`config.mk`:
```
export PLATFORM = sky130hd
export DESIGN_NAME = pipe_skid_register
export DESIGN_NICKNAME = d
export VERILOG_FILES = /design/src/rtl/pipe_skid_register.sv
export SDC_FILE = /design/constraint.sdc
export NUM_CORES = 1
export LEC_CHECK = 0
export ABC_AREA = 1
export CAP_MARGIN = 10
export CORE_AREA = 2 2 139 141
export CTS_CLUSTER_SIZE = 40
export DETAILED_ROUTE_END_ITERATION = 7
export DIE_AREA = 0 0 141 143
export PLACE_DENSITY = 0.56
export SLEW_MARGIN = 10
export SYNTH_ARGS = -nofsm -noshare
export SYNTH_HDL_FRONTEND = slang
export SYNTH_SLANG_ARGS = --single-unit
```
`constraint.sdc`:
```
create_clock -name clock -period 1.8 [get_ports clock]
set_input_delay 0.54 -clock clock [delete_from_list [all_inputs] [get_ports clock]]
set_output_delay 0.54 -clock clock [all_outputs]
set_load 0.02 [all_outputs]
```
`src/rtl/pipe_skid_register.sv`:
```
// -----------------------------------------------------------------------------
// pipe_skid_register
//
// Multi-lane pipeline stage register with a valid/ready handshake, a one-entry
// skid buffer, a synchronous flush and per-lane valid masks. The stage carries
// LANES instruction slots per beat. It absorbs one beat of back-pressure so
// that in_ready comes purely from registered state, with no combinational
// path from out_ready.
//
// Parameters
//   WIDTH      bits per lane
//   LANES      slots per beat
//   RESET_VAL  value loaded into every data lane on reset or flush
//
// Ports
//   clock          in   rising-edge clock
//   ctrl_reset     in   asynchronous, active-low reset
//   ctrl_flush     in   synchronous flush (empties the stage at the next edge)
//   in_valid       in   upstream beat present
//   in_lane_mask   in   per-lane valid bits of the incoming beat
//   in_data        in   incoming beat, lane i at [i*WIDTH +: WIDTH]
//   in_ready       out  stage can accept a beat this cycle
//   out_valid      out  main entry holds a beat
//   out_lane_mask  out  lane mask of the main entry
//   out_data       out  data of the main entry
//   out_ready      in   downstream consumes this cycle
//   occupancy      out  entries held: 0, 1 or 2
// -----------------------------------------------------------------------------
module pipe_skid_register #(
  parameter int unsigned            WIDTH     = 32,
  parameter int unsigned            LANES     = 2,
  parameter logic [WIDTH-1:0]       RESET_VAL = '0
) (
  input  logic                      clock,
  input  logic                      ctrl_reset,
  input  logic                      ctrl_flush,
  input  logic                      in_valid,
  input  logic [LANES-1:0]          in_lane_mask,
  input  logic [WIDTH*LANES-1:0]    in_data,
  output logic                      in_ready,
  output logic                      out_valid,
  output logic [LANES-1:0]          out_lane_mask,
  output logic [WIDTH*LANES-1:0]    out_data,
  input  logic                      out_ready,
  output logic [1:0]                occupancy
);

  // The state encoding is the occupancy count itself.
  typedef enum logic [1:0] {
    EMPTY = 2'd0,
    ONE   = 2'd1,
    TWO   = 2'd2
  } state_t;

  localparam logic [WIDTH*LANES-1:0] DATA_RESET = {LANES{RESET_VAL}};

  state_t                   state;
  state_t                   state_next;

  logic [WIDTH*LANES-1:0]   main_data;
  logic [LANES-1:0]         main_mask;
  logic [WIDTH*LANES-1:0]   skid_data;
  logic [LANES-1:0]         skid_mask;

  logic                     accept;
  logic                     drain;
  logic                     load_main_in;
  logic                     load_main_skid;
  logic                     load_skid_in;

  // Handshake outputs are decoded from the state register only.
  assign in_ready      = (state != TWO);
  assign out_valid     = (state != EMPTY);
  assign occupancy     = state;
  assign out_data      = main_data;
  assign out_lane_mask = main_mask;

  // A beat with an all-zero lane mask completes the handshake but is dropped,
  // so only non-bubble accepts move the FSM.
  assign accept = in_valid & in_ready & (|in_lane_mask);
  assign drain  = out_valid & out_ready;

  // NOTE: every output of this block is given a default first; without it a
  // path that skips an assignment would infer a latch.
  always_comb begin
    state_next     = state;
    load_main_in   = 1'b0;
    load_main_skid = 1'b0;
    load_skid_in   = 1'b0;

    unique case (state)
      EMPTY: begin
        if (accept) begin
          state_next   = ONE;
          load_main_in = 1'b1;
        end
      end
      ONE: begin
        if (accept && drain) begin
          load_main_in = 1'b1;
        end else if (accept) begin
          state_next   = TWO;
          load_skid_in = 1'b1;
        end else if (drain) begin
          state_next   = EMPTY;
        end
      end
      TWO: begin
        // in_ready is low here, so only a drain can happen.
        if (drain) begin
          state_next     = ONE;
          load_main_skid = 1'b1;
        end
      end
      default: begin
        state_next = EMPTY;
      end
    endcase

    // Flush overrides everything: any accepted beat is dropped, while a drain
    // in the same cycle has already completed downstream.
    if (ctrl_flush) begin
      state_next     = EMPTY;
      load_main_in   = 1'b0;
      load_main_skid = 1'b0;
      load_skid_in   = 1'b0;
    end
  end

  // NOTE: sequential state uses non-blocking assignments so every register
  // samples the pre-edge values regardless of process ordering.
  always_ff @(posedge clock or negedge ctrl_reset) begin
    if (!ctrl_reset) begin
      state <= EMPTY;
    end else begin
      state <= state_next;
    end
  end

  // NOTE: both entries are reset, not just the state, because out_data must
  // read RESET_VAL and out_lane_mask must read zero straight out of reset.
  always_ff @(posedge clock or negedge ctrl_reset) begin
    if (!ctrl_reset) begin
      main_data <= DATA_RESET;
      main_mask <= '0;
      skid_data <= DATA_RESET;
      skid_mask <= '0;
    end else if (ctrl_flush) begin
      main_data <= DATA_RESET;
      main_mask <= '0;
      skid_data <= DATA_RESET;
      skid_mask <= '0;
    end else begin
      if (load_main_in) begin
        main_data <= in_data;
        main_mask <= in_lane_mask;
      end else if (load_main_skid) begin
        main_data <= skid_data;
        main_mask <= skid_mask;
      end
      if (load_skid_in) begin
        skid_data <= in_data;
        skid_mask <= in_lane_mask;
      end
    end
  end

endmodule

```
==> flow_metrics.tcl <==
set metrics [dict create \
    status "finished clean" \
    final-hold-violation-count 0 \
    fin_skew_ps 18.8 \
    p_sw_w 0.00200 \
    synth.cell_area_um2 6380 \
    worst_slew_margin_rel 0.757 \
    core_box_area_um2 18600 \
    ioPinCount 141 \
    tritoncts_clock_tree "done" \
    die_h_um 143 \
    design.final.nets 1036 \
    synth.lib_cells_used.distinct 19 \
    global_route_wire_length_before_repair_mm 30.3 \
    timing.final.max_slew_violations 0 \
    syn_warnings 0 \
    worstSetupStartpointType "register" \
    initial_utilization 0.344 \
    clkSinkCount 134 \
    port-buffer-count 140 \
    critPathKind "register to output pin" \
    gr-usage-all-layers 0.191 \
    crit_chain "dlygate4sd2_1" \
    p_sw_frac 0.268 \
    route.antenna.remaining_nets 0 \
    tns_ps 0 \
    nFillCells 1881 \
    grt_pass1_vias 5709 \
    tightestPinTransition_ps 365 \
    power.total_w 0.00748 \
    crit_path_max_fanout 4 \
    clock_path_buffers 2 \
    avgRoutedWirePerCell_um 15.3 \
    minimum_clock_period_after_layout_ps 1760 \
    fp-row-count 50 \
    detailedRoute.firstPassIterationCount 5 \
    die-width_um 141 \
    placedCellCount 1178 \
    clkLatencyLatePin_ps 420 \
    synth_cells 828 \
    setup_viol 0 \
    seq_area_frac_synth 0.525 \
    postSynthNetCount 899 \
    drt-total-wl_mm 18.6 \
    hold_path.class "primary input to async pin" \
    dominantRegCellSynth "sky130_fd_sc_hd__dfrtp_1" \
    cpMaxStageDelayCell "sky130_fd_sc_hd__dlygate4sd2_1" \
    powerDensity_nw_per_um2 850 \
    power_frac_seq 0.423 \
    fmax_mhz 568 \
    maxCapViolCount 0 \
    cpPeakStageDelay_ps 420 \
    holdBufCountCts 0 \
    min_period_over_period 0.979 \
    clock_tree.root_cell "sky130_fd_sc_hd__clkbuf_16" \
    synthArstFlopShare 1.00 \
    static_leakage_nw 4.58 \
    placement.setup.worst_slack_ps -393 \
    drc_errors 0 \
    critical_path.top_delay_family "buffers and inverters" \
    ir_drop_mv 0.646 \
    internal_power_w 0.00548 \
    vias 5825 \
    grt-ovfl-total 0 \
    grt_start_max_net_pins 44 \
    synth-edff-count 0 \
    hpwl_mm 12.0 \
    worst-path-buf-inv 1 \
    crit_path_end_kind "output pin" \
    detail_route.iter0.violations 403 \
    layout-area-overhead-vs-synth_pct 37.8 \
    final_cells 1213 \
    postSynthRegisterBits 134 \
    post-route-util 0.474 \
    routability_congestion_estimate_from_global_placement 0.773 \
    timing.critical_path.required_ps 1260 \
    final_layout_size_suffix_gt1_frac 0.0850 \
    comb_power_share 0.159 \
    syn-mean-instance-area_um2 7.71 \
    cts-htree-levels 4 \
    num_cts_buffers 17 \
    cts.clk_slew.worst_paths_ps 60 \
    worst-r2r-setup-slack_ps 180 \
    rsz_0062_raised_after_global_routing "false" \
    dieArea_um2 20200 \
    final_worst_path_setup_slack_ps 38.2 \
    power.clock.fraction 0.418 \
    number_of_antenna_violations_at_the_first_check_in_global_routing 1 \
    worst_ep_arrival_time_ps 1220 \
    viasPerCell 4.80 \
]
-- cell usage in the layout (no fill, tap or decap), types with 2 or more instances in the layout --
cell type / instances
sky130_fd_sc_hd__nand2_1: 342
sky130_fd_sc_hd__dfrtp_1: 134
sky130_fd_sc_hd__inv_1: 69
sky130_fd_sc_hd__nand3_1: 69
sky130_fd_sc_hd__clkdlybuf4s50_1: 68
sky130_fd_sc_hd__dlygate4sd2_1: 67
sky130_fd_sc_hd__nand4_1: 66
sky130_fd_sc_hd__o21ai_0: 55
sky130_fd_sc_hd__buf_4: 25
sky130_fd_sc_hd__clkbuf_16: 18
sky130_fd_sc_hd__buf_12: 14
sky130_fd_sc_hd__o21ai_1: 12
sky130_fd_sc_hd__clkbuf_1: 7
sky130_fd_sc_hd__clkbuf_8: 4
sky130_fd_sc_hd__buf_6: 4
sky130_fd_sc_hd__a21oi_4: 3
sky130_fd_sc_hd__buf_2: 3
sky130_fd_sc_hd__diode_2: 2
sky130_fd_sc_hd__inv_2: 2
sky130_fd_sc_hd__nor2_2: 2
sky130_fd_sc_hd__nor2_4: 2
sky130_fd_sc_hd__clkinv_2: 2
-- metrics by stage --
step	area, um^2	hold WS (ps)
detailed placement	8300	461
global placement	8300	464
finish	8800	18.0
floorplan	6380	244
CTS	8740	10.3
global route	8800	22.1
-- final timing paths --
check,start,end,cells past startpoint
worst max-delay path,occupancy[0]$_DFFE_PN0P_,occupancy[0],1
worst min-delay path,ctrl_reset,out_data[7]$_DFFE_PN0P_,1
worst max register to register,occupancy[0]$_DFFE_PN0P_,out_data[15]$_DFFE_PN0P_,8
worst min register to register,out_data[8]$_DFFE_PN0P_,out_data[8]$_DFFE_PN0P_,2
max in group asynchronous,ctrl_reset,skid_mask[1]$_DFFE_PN0P_,2
min in group clock,out_data[8]$_DFFE_PN0P_,out_data[8]$_DFFE_PN0P_,2
-- sequential cells by signal (all words and copies together), names as in the netlist --
name           flops
skid_mask          2
skid_data         64
out_lane_mask      2
occupancy          2
out_data          64
-- power by group through the flow --
| stage | combinational (W) | sequential [W] | clock (W) |
|---|---|---|---|
| 2_1_floorplan | 0.000488 | 0.00327 | 0 |
| 3_3_place_gp | 0.00121 | 0.00322 | 0 |
| 3_5_place_dp | 0.00121 | 0.00322 | 0 |
| 4_1_cts | 0.00118 | 0.00317 | 0.00322 |
| 5_1_grt | 0.00130 | 0.00318 | 0.00335 |
| 6_report | 0.00119 | 0.00317 | 0.00313 |
-- repair_timing --
action | in CTS | in global routing
cloned | 0 | 1
gates resized for setup | 79 | 9
pin swaps | 0 | 1
endpoints found under the setup margin | 70 | 37
setup buffers | 0 | 1
-- layer usage --
metal  GRT usage  vias up  wire [um]
li1            -     2939          -
met1       0.269     2721       8840
met2       0.296      159       8590
met3      0.0500        6       1060
met4      0.0479        0         76
met5           0        -          0
-- cell families (layout without fill, tap and decap cells) --
logic type             count (synthesis)  count (layout)  share of synthesized area
buffers and inverters                137             286                     0.0899
AO/OA/AOI/OAI                         73              73                     0.0602
flip-flops                           134             134                      0.525
AND/OR/NAND/NOR                      484             484                      0.325
other                                  0               2                          0
-- cells in the mapped netlist, types with 2 or more instances --
cell | n | share of area
sky130_fd_sc_hd__a21oi_1 | 2 | 0.0016
sky130_fd_sc_hd__buf_1 | 4 | 0.0024
sky130_fd_sc_hd__buf_2 | 30 | 0.024
sky130_fd_sc_hd__buf_4 | 6 | 0.0071
sky130_fd_sc_hd__clkbuf_1 | 25 | 0.015
sky130_fd_sc_hd__dfrtp_1 | 134 | 0.53
sky130_fd_sc_hd__inv_1 | 70 | 0.041
sky130_fd_sc_hd__inv_2 | 2 | 0.0012
sky130_fd_sc_hd__nand2_1 | 342 | 0.20
sky130_fd_sc_hd__nand3_1 | 70 | 0.055
sky130_fd_sc_hd__nand4_1 | 66 | 0.065
sky130_fd_sc_hd__nor2_1 | 4 | 0.0024
sky130_fd_sc_hd__o21ai_0 | 55 | 0.043
sky130_fd_sc_hd__o21ai_1 | 13 | 0.010
-- area by class of cell --
class | count | area, um^2 | share of cell area
diodes | 2 | 5.00 | 0.000569
repair buffers | 183 | 1830 | 0.208
well taps | 234 | 293 | 0.0333
inverters | 72 | 273 | 0.0310
flip-flops and latches | 134 | 3350 | 0.381
clock buffers | 28 | 507 | 0.0576
multi-input cells | 557 | 2520 | 0.286
clock inverters | 3 | 17.5 | 0.00199
No activity file was read; power rests on OpenSTA's default activity.
